--- src/rtl/fpu_pkg.sv ---
// Shared FP datapath constants: default field widths and extended-mantissa layout.
package fpu_pkg;
    localparam int EXP_W_DEF = 8;
    localparam int MAN_W_DEF = 24;
    localparam int STAGES    = 2;
    localparam int GRS_W     = 3;  // guard, round, sticky below the mantissa LSB
    localparam int S_BIT     = 0;

    // Extended mantissa: carry | mantissa | G R S
    function automatic int ext_w(input int man_w);
        return man_w + 1 + GRS_W;
    endfunction

    // Any shift at or beyond this pushes every mantissa bit into the sticky position
    function automatic int sh_sat(input int man_w);
        return man_w + GRS_W;
    endfunction
endpackage

--- src/rtl/fpu_sticky_shr.sv ---
// Saturating logical right shift that ORs every shifted-out bit into the sticky LSB.
module fpu_sticky_shr
    import fpu_pkg::*;
#(
    parameter int EXT_W  = 28,
    parameter int SH_W   = 8,
    parameter int SH_SAT = 27
) (
    input  logic [EXT_W-1:0] din,
    input  logic [SH_W-1:0]  sh,
    output logic [EXT_W-1:0] dout
);
    logic [31:0]      sh_c;
    logic [EXT_W-1:0] shifted;
    logic [EXT_W-1:0] lost_mask;

    always_comb begin
        sh_c      = (32'(sh) >= 32'(SH_SAT)) ? 32'(SH_SAT) : 32'(sh);
        shifted   = din >> sh_c;
        lost_mask = ~({EXT_W{1'b1}} << sh_c);
        dout      = shifted;
        dout[S_BIT] = shifted[S_BIT] | (|(din & lost_mask));
    end
endmodule

--- src/rtl/fpu_align_pipe.sv ---
// Exponent compare / mantissa align stage for FP add/sub: magnitude ordering in S1,
// sticky right-shift of the smaller operand in S2, valid/ready with full backpressure.
module fpu_align_pipe
    import fpu_pkg::*;
#(
    parameter  int EXP_W  = EXP_W_DEF,
    parameter  int MAN_W  = MAN_W_DEF,
    localparam int EXT_W  = ext_w(MAN_W),
    localparam int SH_SAT = sh_sat(MAN_W)
) (
    input  logic             clk,
    input  logic             rst_n,
    input  logic             in_valid,
    output logic             in_ready,
    input  logic             sign_a_i,
    input  logic             sign_b_i,
    input  logic [EXP_W-1:0] exp_a_i,
    input  logic [EXP_W-1:0] exp_b_i,
    input  logic [MAN_W-1:0] mant_a_i,
    input  logic [MAN_W-1:0] mant_b_i,
    input  logic             op_sub_i,
    output logic             out_valid,
    input  logic             out_ready,
    output logic [EXP_W-1:0] exp_o,
    output logic [EXT_W-1:0] mant_l_o,
    output logic [EXT_W-1:0] mant_s_o,
    output logic             sign_o,
    output logic             eff_sub_o,
    output logic             swap_o
);
    logic [STAGES:1] vld_pipe;
    logic            adv1, adv2;

    assign adv2      = !vld_pipe[2] || out_ready;
    assign adv1      = !vld_pipe[1] || adv2;
    assign in_ready  = adv1;
    assign out_valid = vld_pipe[2];

    // S1: order by magnitude; equal magnitudes keep A on the L path
    logic             swap_c;
    logic [EXP_W-1:0] exp_l_c, exp_s_c;
    assign swap_c  = {exp_b_i, mant_b_i} > {exp_a_i, mant_a_i};
    assign exp_l_c = swap_c ? exp_b_i : exp_a_i;
    assign exp_s_c = swap_c ? exp_a_i : exp_b_i;

    logic [EXP_W-1:0] s1_exp, s1_diff;
    logic [MAN_W-1:0] s1_mant_l, s1_mant_s;
    logic             s1_sign, s1_eff, s1_swap;

    always_ff @(posedge clk or negedge rst_n) begin
        if (!rst_n) begin
            vld_pipe[1] <= 1'b0;
            s1_exp      <= '0;
            s1_diff     <= '0;
            s1_mant_l   <= '0;
            s1_mant_s   <= '0;
            s1_sign     <= 1'b0;
            s1_eff      <= 1'b0;
            s1_swap     <= 1'b0;
        end else if (adv1) begin
            vld_pipe[1] <= in_valid;
            if (in_valid) begin
                s1_exp    <= exp_l_c;
                s1_diff   <= exp_l_c - exp_s_c;
                s1_mant_l <= swap_c ? mant_b_i : mant_a_i;
                s1_mant_s <= swap_c ? mant_a_i : mant_b_i;
                s1_sign   <= swap_c ? (sign_b_i ^ op_sub_i) : sign_a_i;
                s1_eff    <= sign_a_i ^ sign_b_i ^ op_sub_i;
                s1_swap   <= swap_c;
            end
        end
    end

    // S2: align the smaller mantissa
    logic [EXT_W-1:0] mant_s_sh;

    fpu_sticky_shr #(
        .EXT_W (EXT_W),
        .SH_W  (EXP_W),
        .SH_SAT(SH_SAT)
    ) u_shr (
        .din ({1'b0, s1_mant_s, {GRS_W{1'b0}}}),
        .sh  (s1_diff),
        .dout(mant_s_sh)
    );

    always_ff @(posedge clk or negedge rst_n) begin
        if (!rst_n) begin
            vld_pipe[2] <= 1'b0;
            exp_o       <= '0;
            mant_l_o    <= '0;
            mant_s_o    <= '0;
            sign_o      <= 1'b0;
            eff_sub_o   <= 1'b0;
            swap_o      <= 1'b0;
        end else if (adv2) begin
            vld_pipe[2] <= vld_pipe[1];
            if (vld_pipe[1]) begin
                exp_o     <= s1_exp;
                mant_l_o  <= {1'b0, s1_mant_l, {GRS_W{1'b0}}};
                mant_s_o  <= mant_s_sh;
                sign_o    <= s1_sign;
                eff_sub_o <= s1_eff;
                swap_o    <= s1_swap;
            end
        end
    end
endmodule

--- config.mk ---
export PLATFORM = sky130hd
export DESIGN_NAME = fpu_align_pipe
export DESIGN_NICKNAME = d
export VERILOG_FILES = /design/src/rtl/fpu_pkg.sv /design/src/rtl/fpu_sticky_shr.sv /design/src/rtl/fpu_align_pipe.sv
export SDC_FILE = /design/constraint.sdc
export NUM_CORES = 1
export LEC_CHECK = 0
export CORE_UTILIZATION = 35
export CTS_CLUSTER_DIAMETER = 100
export DETAILED_ROUTE_END_ITERATION = 12
export GPL_ROUTABILITY_DRIVEN = 1
export PLACE_DENSITY = 0.61
export RECOVER_POWER = 100
export SETUP_SLACK_MARGIN = 0.02
export SLEW_MARGIN = 20
export SYNTH_ARGS = -nofsm -noshare
export SYNTH_HDL_FRONTEND = slang
export SYNTH_HIERARCHICAL = 1
export SYNTH_SLANG_ARGS = --single-unit
--- constraint.sdc ---
create_clock -name clk -period 7 [get_ports clk]
set_input_delay 1.4 -clock clk [delete_from_list [all_inputs] [get_ports clk]]
set_output_delay 1.4 -clock clk [all_outputs]
set_load 0.01 [all_outputs]
==> results of run 1 <==
## sequential cells by signal (all words and copies together), names as in the netlist
| register | flops |
|---|---|
| s1_diff | 8 |
| s1_mant_s | 24 |
| s1_swap | 1 |
| s1_sign | 1 |
| mant_l_o | 24 |
| exp_o | 8 |
| swap_o | 1 |
| s1_eff | 1 |
| sign_o | 1 |
| eff_sub_o | 1 |
| out_valid | 1 |
| s1_exp | 8 |
| vld_pipe | 1 |
| s1_mant_l | 24 |
| mant_s_o | 28 |
## kinds of logic (layout without fill, tap and decap cells)
family / after synthesis / count (layout)
AND/OR/NAND/NOR: 316 / 316
flip-flops: 132 / 132
adder cells (fa/ha/maj): 33 / 33
AO/OA/AOI/OAI: 278 / 278
other: 1 / 22
multiplexers: 130 / 130
buffers and inverters: 111 / 217
XOR/XNOR: 3 / 3
## per-layer routing
| metal | track usage | up-vias | wire length (um) |
|---|---|---|---|
| li1 | - | 3833 | - |
| met1 | 0.282 | 3725 | 12000 |
| met2 | 0.340 | 265 | 12500 |
| met3 | 0.0324 | 61 | 1430 |
| met4 | 0.0935 | 0 | 960 |
| met5 | 0 | - | 0 |
## worst min-delay path, stage by stage, from the launching register on
cell and delay, ns:
dfrtp_1 0.34, nand2_1 0.05, o21ai_0 0.06
## synth_stat cells, drive strengths merged (4+ instances only)
library cell | n | area share
o22ai | 11 | 0.0077
nor4 | 7 | 0.0073
a211oi | 14 | 0.012
nor2 | 79 | 0.037
a221oi | 5 | 0.0056
nor3 | 19 | 0.012
o31ai | 10 | 0.0099
and2 | 7 | 0.0049
o21a | 6 | 0.0050
nand4 | 12 | 0.0091
a31oi | 8 | 0.0056
mux2 | 76 | 0.096
nand2b | 13 | 0.0091
clkbuf | 31 | 0.013
nand2 | 130 | 0.056
mux2i | 54 | 0.061
dfrtp | 132 | 0.37
ha | 32 | 0.045
a22oi | 4 | 0.0045
o211ai | 5 | 0.0042
o21ai | 100 | 0.056
nand3 | 26 | 0.015
buf | 41 | 0.030
nor2b | 5 | 0.0035
a32oi | 5 | 0.0049
inv | 37 | 0.015
o2111ai | 4 | 0.0039
or3 | 5 | 0.0035
a21oi | 70 | 0.040
a22o | 5 | 0.0049
and3 | 4 | 0.0028
## through the flow
| step | worst slack [ns] | cell area (um2) | utilization |
|---|---|---|---|
| floorplan | 3.24 | 9040 | - |
| global placement | 1.80 | 10500 | 0.418 |
| detailed placement | 1.74 | 10500 | 0.418 |
| CTS | 2.19 | 11100 | 0.442 |
| global route | 1.07 | 11100 | 0.441 |
| finish | 1.56 | 11100 | 0.441 |
## cell usage in the layout, fill, tap and decap left out, types with 22 or more instances in the layout
cell,n
dfrtp_1,132
nand2_1,127
o21ai_0,96
mux2_2,75
nor2_1,74
a21oi_1,69
clkdlybuf4s50_1,67
dlygate4sd3_1,67
mux2i_1,53
inv_1,37
ha_1,32
nand3_1,25
conb_1,22
## area by class of cell
type | instances | share of cell area
multi-input cells | 782 | 0.468
flip-flops and latches | 132 | 0.298
repair buffers | 146 | 0.129
clock buffers | 18 | 0.0387
well taps | 330 | 0.0372
clock inverters | 14 | 0.0160
inverters | 39 | 0.0132
## path summary, 6_finish.rpt
check / start / to / slack, ns / cells past startpoint
max in group asynchronous: rst_n / mant_s_o[18]$_DFFE_PN0P_ / 2.98 / 2
setup / recovery: exp_a_i[5] / s1_diff[7]$_DFFE_PN0P_ / 1.56 / 12
setup reg to reg: s1_diff[7]$_DFFE_PN0P_ / mant_s_o[0]$_DFFE_PN0P_ / 3.17 / 8
hold reg to reg: s1_mant_l[17]$_DFFE_PN0P_ / s1_mant_l[17]$_DFFE_PN0P_ / 0.48 / 2
hold / removal: s1_mant_l[17]$_DFFE_PN0P_ / s1_mant_l[17]$_DFFE_PN0P_ / 0.48 / 2
min in group asynchronous: rst_n / mant_l_o[5]$_DFFE_PN0P_ / 1.00 / 1
## where the power goes
part	switching [mW]	leakage (nW)	internal (mW)
Clock	0.361	0.284	0.564
Sequential	0.142	1.66	0.913
Combinational	0.666	2.98	0.498
Total	1.17	4.92	1.97
==> impl_metrics.csv, run 1 <==
group,metric,value,unit
run_status,status,"finished with violations",
run_status,violations,"max-capacitance violations, max-slew violations",
drt,remaining_drc_errors,0,
global_route,grt_usage,0.212,
synth,synth_compound_area_frac,0.197,
clock_tree,htreeDepth,4,
drt,detail-route-antenna-nets,0,
place,dp_cells,1429,
worst_setup_path,critPathLaunchType,"input port",
timing,grt_setup_unrepaired,"no",
timing,slew_headroom,-0.772,
drt,wl,26900,um
global_route,grt_pass1_wl,43300,um
worst_setup_path,cpPeakStageDelay,1.41,ns
timing,min_period,5.44,ns
synth,yosysWarnings,6,
worst_setup_path,cp_cell_sequence,"dlygate4sd3_1 > inv_1 > ha_1 > nand4_1 > nor3_1 > a22oi_1 > o2111ai_1 > a22oi_1 > mux2i_1 > a21oi_1 > o31a_1 > o31ai_1",
timing,skew,0.0126,ns
drt,firstDrtPassIters,10,
final_layout,seqCellArea,3300,um2
worst_setup_path,criticalPathCategory,"input port to register",
synth,synth-adder-area-share,0.0458,
global_route,grt_start_max_net_pins,84,
final_layout,insertedDiodeCount,0,
synth,async_reset_ff_frac,1.00,
synth,yosysUniqueCellTypes,83,
global_route,antenna_found_initial,0,
synth,ys_ff_latch,132,
worst_hold_path,hold_path.class,"register to register",
worst_setup_path,worst-path-max-fanout,16,
floorplanning,dieWidth,162,um
power_and_ir_drop,ir_drop,0.000163,V
timing,worst_pin_slew,2.66,ns
floorplanning,start_util,0.356,
synth,syn_area_per_cell,8.93,um2
final_layout,multi_input_area,5200,um2
worst_setup_path,cp_data_arrival_time,5.75,ns
timing,max_freq,184,MHz
floorplanning,die_area,26300,um2
synth,synth-edff-count,0,
clock_tree,cts_tree,"yes",
place,io_buffers,135,
floorplanning,boundaryPins,140,
synth,synth_simple_gate_area_share,0.169,
drt,routed_via_density,5.40,
synth,synth-xor-area-share,0.00293,
final_layout,area_delta_synth_final,23.9,%
final_layout,fillCellCount,2506,
final_layout,final_nets,1221,
power_and_ir_drop,finalPower,3.14,mW
clock_tree,clockBufferDepth,2,
clock_tree,ctsResizeCount,0,
worst_setup_path,cp.required,7.31,ns
drt,drt_iter0_drc,601,
timing,whs,0.477,ns
timing,finalHoldViolations,0,
synth,ys_seq_area_frac,0.369,
synth,synth_area,8960,um2
floorplanning,die_height,162,um
global_route,grt-ovfl-total,0,
clock_tree,cts_sinks,132,
clock_tree,path_clk_slew,0.06,ns
clock_tree,clkLatencyLatePin,0.43,ns
clock_tree,numCtsBuffers,17,
synth,synth_top_family_by_area,"compound AO/OA/AOI/OAI gates",
final_layout,final_layout_size_suffix_gt1_frac,0.128,
timing,fin_setup_tns,0,ns
job,drv_cap,3,
power_and_ir_drop,p_leak,4.92,nW
drt,vias,7884,
clock_tree,hold_buffers,0,
synth,synth_cells,1004,
clock_tree,post_cts_buffers,0,
floorplanning,rows,58,
worst_setup_path,slowest_stage,"a22oi_1",
timing,setup_violations,0,
drt,post_drt_wl_per_cell,18.4,um
global_route,grt_pass1_vias,7764,
worst_setup_path,critPathCaptureType,"register",
final_layout,stdcell_count,1461,
worst_setup_path,crit_buf_inv,2,
power_and_ir_drop,powerDensity,283,nW/um2
clock_tree,root_buffer,"clkbuf_16",
worst_setup_path,crit_top_cell,"a22oi_1",
timing,fin_crit_sh,0.776,
synth,synthFlopType,"dfrtp_1",
floorplanning,core,25200,um2
timing,slew_violations,159,
synth,synth_mux_area_frac,0.157,
place,globalplace.congestion,0.981,
place,dp.final_hpwl,19400,um
worst_setup_path,path_delay_family,"compound AO/OA/AOI/OAI gates",
Note: power is estimated with default switching activity, not from simulation.
==> run 2: changes to the inputs <==
PLACE_DENSITY = 0.63   (was 0.61)
clock period = 5 ns   (was 7 ns; I/O delays follow)
==> impl_metrics.csv, run 2 (same netlist as run 1, synthesis figures left out) <==
group,metric,value,unit
final_layout,final_common_cell,"dfrtp_1",
floorplanning,core,25200,um2
final_layout,stdcell_count,1463,
final_layout,fillCellCount,2486,
clock_tree,hold_buffers,0,
clock_tree,cts_sinks,132,
final_layout,final_layout_size_suffix_gt1_frac,0.132,
worst_setup_path,criticalPathCategory,"input port to register",
worst_hold_path,worst_hold_startpoint,"s1_exp[3]$_DFFE_PN0P_",
drt,vias,7882,
final_layout,insertedDiodeCount,0,
power_and_ir_drop,p_leak,4.96,nW
global_route,antenna_found_initial,0,
final_layout,multi_input_area,5210,um2
floorplanning,die_height,162,um
drt,firstDrtPassIters,7,
timing,setup_violations,0,
clock_tree,clockBufferDepth,2,
final_layout,largest_register,"mant_s_o",
global_route,grt_usage,0.210,
floorplanning,dieWidth,162,um
worst_setup_path,worst-path-max-fanout,38,
clock_tree,ctsResizeCount,0,
worst_hold_path,whs_path_depth,2,
worst_setup_path,cp_data_arrival_time,4.55,ns
floorplanning,rows,58,
final_layout,layout_common_cells,"dfrtp_1, nand2_1, o21ai_0",
place,dp.final_hpwl,19300,um
drt,routed_via_density,5.39,
timing,slew_violations,143,
clock_tree,cts_tree,"yes",
place,globalplace.congestion,0.942,
final_layout,final_nets,1223,
place,dp_cells,1431,
clock_tree,numCtsBuffers,17,
timing,worst_pin_slew,2.62,ns
clock_tree,htreeDepth,4,
final_layout,largest_register_ffs,28,
worst_setup_path,cp_cell_sequence,"dlygate4sd3_1 > nand2b_1 > nand2_1 > clkbuf_1 > mux2_2",
worst_setup_path,critPathLaunchType,"input port",
power_and_ir_drop,ir_drop,0.000220,V
timing,fin_setup_tns,0,ns
place,io_buffers,135,
worst_setup_path,critPathCaptureType,"register",
worst_setup_path,reg2reg_depth,4,
final_layout,fin_util,0.443,
global_route,grt_pass1_wl,42500,um
final_layout,fin_area,11200,um2
run_status,violations,"max-capacitance violations, max-slew violations",
timing,finalHoldViolations,0,
final_layout,area_delta_synth_final,24.4,%
drt,detail-route-antenna-nets,0,
worst_setup_path,timing.rr.end,"mant_s_o[1]$_DFFE_PN0P_",
place,dpl_cell_area,10500,um2
timing,skew,0.0144,ns
global_route,grt_pass1_vias,7651,
global_route,grt-ovfl-total,0,
drt,drt_iter0_drc,671,
clock_tree,clkLatencyLatePin,0.43,ns
power_and_ir_drop,powerDensity,399,nW/um2
drt,wl,26600,um
drt,remaining_drc_errors,0,
worst_setup_path,cp.required,5.31,ns
drt,post_drt_wl_per_cell,18.2,um
timing,min_period,4.24,ns
worst_setup_path,rrSetupSlack,1.59,ns
floorplanning,boundaryPins,140,
timing,fin_crit_sh,0.848,
floorplanning,die_area,26300,um2
final_layout,seqCellArea,3300,um2
worst_setup_path,slowest_stage,"clkbuf_1",
job,drv_cap,2,
worst_setup_path,r2r-start,"out_valid$_DFFE_PN0P_",
clock_tree,root_buffer,"clkbuf_16",
timing,max_freq,236,MHz
clock_tree,path_clk_slew,0.06,ns
timing,grt_setup_unrepaired,"no",
worst_hold_path,min_to,"s1_exp[3]$_DFFE_PN0P_",
timing,slew_headroom,-0.747,
worst_hold_path,hold_path.class,"register to register",
worst_setup_path,cpPeakStageDelay,1.49,ns
clock_tree,post_cts_buffers,0,
run_status,status,"finished with violations",
global_route,grt_start_max_net_pins,104,
floorplanning,start_util,0.356,
[run 2: changes by cell type in the layout (fill, tap and decap cells not counted), sizes merged]
cell      previous run  this run
buf                  8        10
clkbuf              22        24
clkinvlp             4         2
bufinv               3         4
inv                 40        39
[run 2: power breakdown]
group	internal [mW]	switching, mW
combinational	0.697	0.895
clock	0.862	0.486
sequential	1.28	0.233
[run 2: cell type report]
cell class                 instances  share of cell area
clock buffer                      20              0.0409
clock inverter                    12              0.0158
inverter                          39              0.0131
multi-input combinational        782               0.467
sequential                       132               0.296
tap                              330              0.0370
timing repair buffer             148               0.130
[run 2: layer usage]
layer  up-vias  share of wire  global-route usage  wire length, um
met1      3738           0.43               0.270            11600
met4         0          0.029              0.0738              777
li1       3846              -                   -                -
met2       252           0.48               0.347            12800
met5         -              0                   0                0
met3        46          0.055              0.0439             1460
[run 2: worst max-delay path, delay by kind of cell]
family | cells | cell delay [ns]
buffers and inverters | 2 | 2.03
multiplexers | 1 | 0.45
AND/OR/NAND/NOR | 2 | 1.03
[run 2: how the worst max path moves through the flow]
stage                 startpoint                       end  cells past startpoint  slack, ns
floorplan             exp_a_i[5]    s1_diff[7]$_DFFE_PN0P_                     12       1.64
global placement    mant_a_i[14]    s1_diff[4]$_DFFE_PN0P_                     13       0.68
detailed placement  mant_a_i[14]    s1_diff[7]$_DFFE_PN0P_                     13       0.61
CTS                 mant_a_i[14]    s1_diff[7]$_DFFE_PN0P_                     13       1.03
global route           out_ready  mant_s_o[19]$_DFFE_PN0P_                      5       0.43
finish                 out_ready   mant_s_o[1]$_DFFE_PN0P_                      5       0.76
[run 2: per-stage QoR]
stage / hold WS, ns / worst slack [ns] / power (mW)
3_3_place_gp: 0.457 / 0.684 / 3.14
2_1_floorplan: 0.446 / 1.64 / 2.51
4_1_cts: 0.485 / 1.03 / 4.52
5_1_grt: 0.500 / 0.427 / 4.70
3_5_place_dp: 0.466 / 0.609 / 3.15
6_report: 0.478 / 0.760 / 4.45
==> run 3: changes to the inputs <==
clock period = 3.8 ns   (was 5 ns; I/O delays follow)
==> impl_metrics.csv, run 3 (same netlist as run 1, synthesis figures left out) <==
group,metric,value,unit
worst_setup_path,slowest_stage,"clkdlybuf4s50_1",
timing,fin_crit_sh,0.918,
drt,post_drt_wl_per_cell,18.0,um
floorplanning,rows,58,
clock_tree,cts_sinks,132,
final_layout,fillCellCount,2447,
place,dp.final_hpwl,20200,um
power_and_ir_drop,powerDensity,508,nW/um2
clock_tree,root_buffer,"clkbuf_16",
clock_tree,htreeDepth,4,
clock_tree,cts_tree,"yes",
floorplanning,boundaryPins,140,
drt,routed_via_density,5.42,
worst_setup_path,critPathLaunchType,"input port",
place,io_buffers,135,
worst_setup_path,cp_cell_sequence,"clkdlybuf4s50_1 > inv_1 > ha_1 > nand4_1 > nor4_1 > clkbuf_1 > nand2_1 > a22oi_1 > buf_4 > clkbuf_1 > mux2i_2 > a32o_1 > o31a_1 > o31ai_1",
worst_setup_path,cp.depth,14,
run_status,violations,"max-capacitance violations, max-slew violations",
clock_tree,hold_buffers,0,
worst_setup_path,timing.rr.end,"mant_s_o[2]$_DFFE_PN0P_",
timing,slew_violations,143,
drt,wl,27100,um
final_layout,layout_common_cells,"dfrtp_1, nand2_1, o21ai_0",
worst_setup_path,critPathCaptureType,"register",
timing,fin_setup_tns,0,ns
timing,worst_pin_slew,2.07,ns
final_layout,fin_util,0.452,
worst_setup_path,reg2reg_depth,8,
global_route,antenna_found_initial,1,
worst_setup_path,crit_end,"s1_diff[7]$_DFFE_PN0P_",
worst_setup_path,cp_data_arrival_time,3.79,ns
floorplanning,start_util,0.356,
job,drv_cap,2,
clock_tree,clkLatencyLatePin,0.43,ns
worst_setup_path,cpPeakStageDelay,0.48,ns
global_route,grt_usage,0.212,
power_and_ir_drop,ir_drop,0.000297,V
clock_tree,clockBufferDepth,2,
floorplanning,core,25200,um2
clock_tree,ctsResizeCount,0,
timing,finalHoldViolations,0,
global_route,grt-ovfl-total,0,
power_and_ir_drop,p_leak,5.09,nW
worst_setup_path,crit_top_cell,"clkbuf_1",
clock_tree,post_cts_buffers,0,
drt,detail-route-antenna-nets,0,
worst_setup_path,crit_buf_inv,5,
worst_setup_path,r2r-start,"s1_diff[7]$_DFFE_PN0P_",
floorplanning,die_height,162,um
worst_setup_path,cp.required,4.11,ns
timing,slew_headroom,-0.377,
clock_tree,numCtsBuffers,17,
worst_hold_path,whs_path_depth,2,
global_route,grt_pass1_wl,43200,um
place,dpl_cell_area,10900,um2
run_status,status,"finished with violations",
worst_setup_path,criticalPathCategory,"input port to register",
global_route,grt_pass1_vias,7947,
clock_tree,path_clk_slew,0.06,ns
timing,min_period,3.49,ns
drt,drt_iter0_drc,493,
worst_setup_path,worst-path-max-fanout,7,
final_layout,final_nets,1263,
worst_setup_path,startpoint,"mant_a_i[13]",
final_layout,final_layout_size_suffix_gt1_frac,0.155,
worst_setup_path,rrSetupSlack,0.69,ns
timing,setup_violations,0,
final_layout,largest_register,"mant_s_o",
floorplanning,die_area,26300,um2
final_layout,largest_register_ffs,28,
worst_setup_path,path_delay_family,"buffers and inverters",
worst_hold_path,hold_path.class,"register to register",
final_layout,area_delta_synth_final,27.0,%
global_route,grt_start_max_net_pins,81,
place,globalplace.congestion,0.983,
timing,max_freq,287,MHz
timing,skew,0.0226,ns
floorplanning,dieWidth,162,um
drt,firstDrtPassIters,5,
drt,vias,8146,
drt,remaining_drc_errors,0,
final_layout,final_common_cell,"dfrtp_1",
timing,grt_setup_unrepaired,"no",
final_layout,fin_area,11400,um2
## run 3: layer usage
layer	track usage	routed length (um)	up-vias
met1	0.268	11600	3900
li1	-	-	3922
met5	0	0	-
met2	0.348	12900	276
met4	0.103	1030	0
met3	0.0411	1510	48
## run 3: metrics by stage
| step | worst slack, ns | instances | hold slack [ns] | power (mW) |
|---|---|---|---|---|
| 2_1_floorplan | 0.677 | 1025 | 0.446 | 3.30 |
| 3_5_place_dp | -0.0468 | 1471 | 0.466 | 4.26 |
| 5_1_grt | 0.108 | 1504 | 0.498 | 6.10 |
| 3_3_place_gp | -0.0180 | 1471 | 0.456 | 4.24 |
| 4_1_cts | 0.369 | 1503 | 0.403 | 5.88 |
| 6_report | 0.313 | 1504 | 0.474 | 5.78 |
## run 3: how the worst min path moves through the flow
stage                              start                        end  slack [ns]
6_report       s1_mant_l[14]$_DFFE_PN0P_  s1_mant_l[14]$_DFFE_PN0P_        0.47
3_3_place_gp   s1_mant_l[23]$_DFFE_PN0P_  s1_mant_l[23]$_DFFE_PN0P_        0.46
5_1_grt        s1_mant_l[14]$_DFFE_PN0P_  s1_mant_l[14]$_DFFE_PN0P_        0.50
4_1_cts                            rst_n    mant_l_o[5]$_DFFE_PN0P_        0.40
3_5_place_dp   s1_mant_l[23]$_DFFE_PN0P_  s1_mant_l[23]$_DFFE_PN0P_        0.47
2_1_floorplan         s1_eff$_DFFE_PN0P_         s1_eff$_DFFE_PN0P_        0.45
## run 3: tightest hold or removal path, stage by stage, from the launching register on
cell,delay [ns]
dfrtp_1,0.34
nand2_1,0.04
o21ai_0,0.06
## run 3: layout make-up
cell class | instances | area (um2) | share of cell area
multi-input cells | 782 | 5200 | 0.457
well taps | 330 | 413 | 0.0363
clock buffers | 19 | 443 | 0.0389
flip-flops and latches | 132 | 3300 | 0.290
repair buffers | 188 | 1750 | 0.153
diodes | 1 | 2.50 | 0.000220
inverters | 39 | 146 | 0.0129
clock inverters | 13 | 125 | 0.0110
## run 3: power by group
group | switching, mW | leakage, nW | internal [mW]
registers | 0.281 | 1.66 | 1.68
clock network | 0.672 | 0.263 | 0.925
logic | 1.23 | 3.17 | 0.995
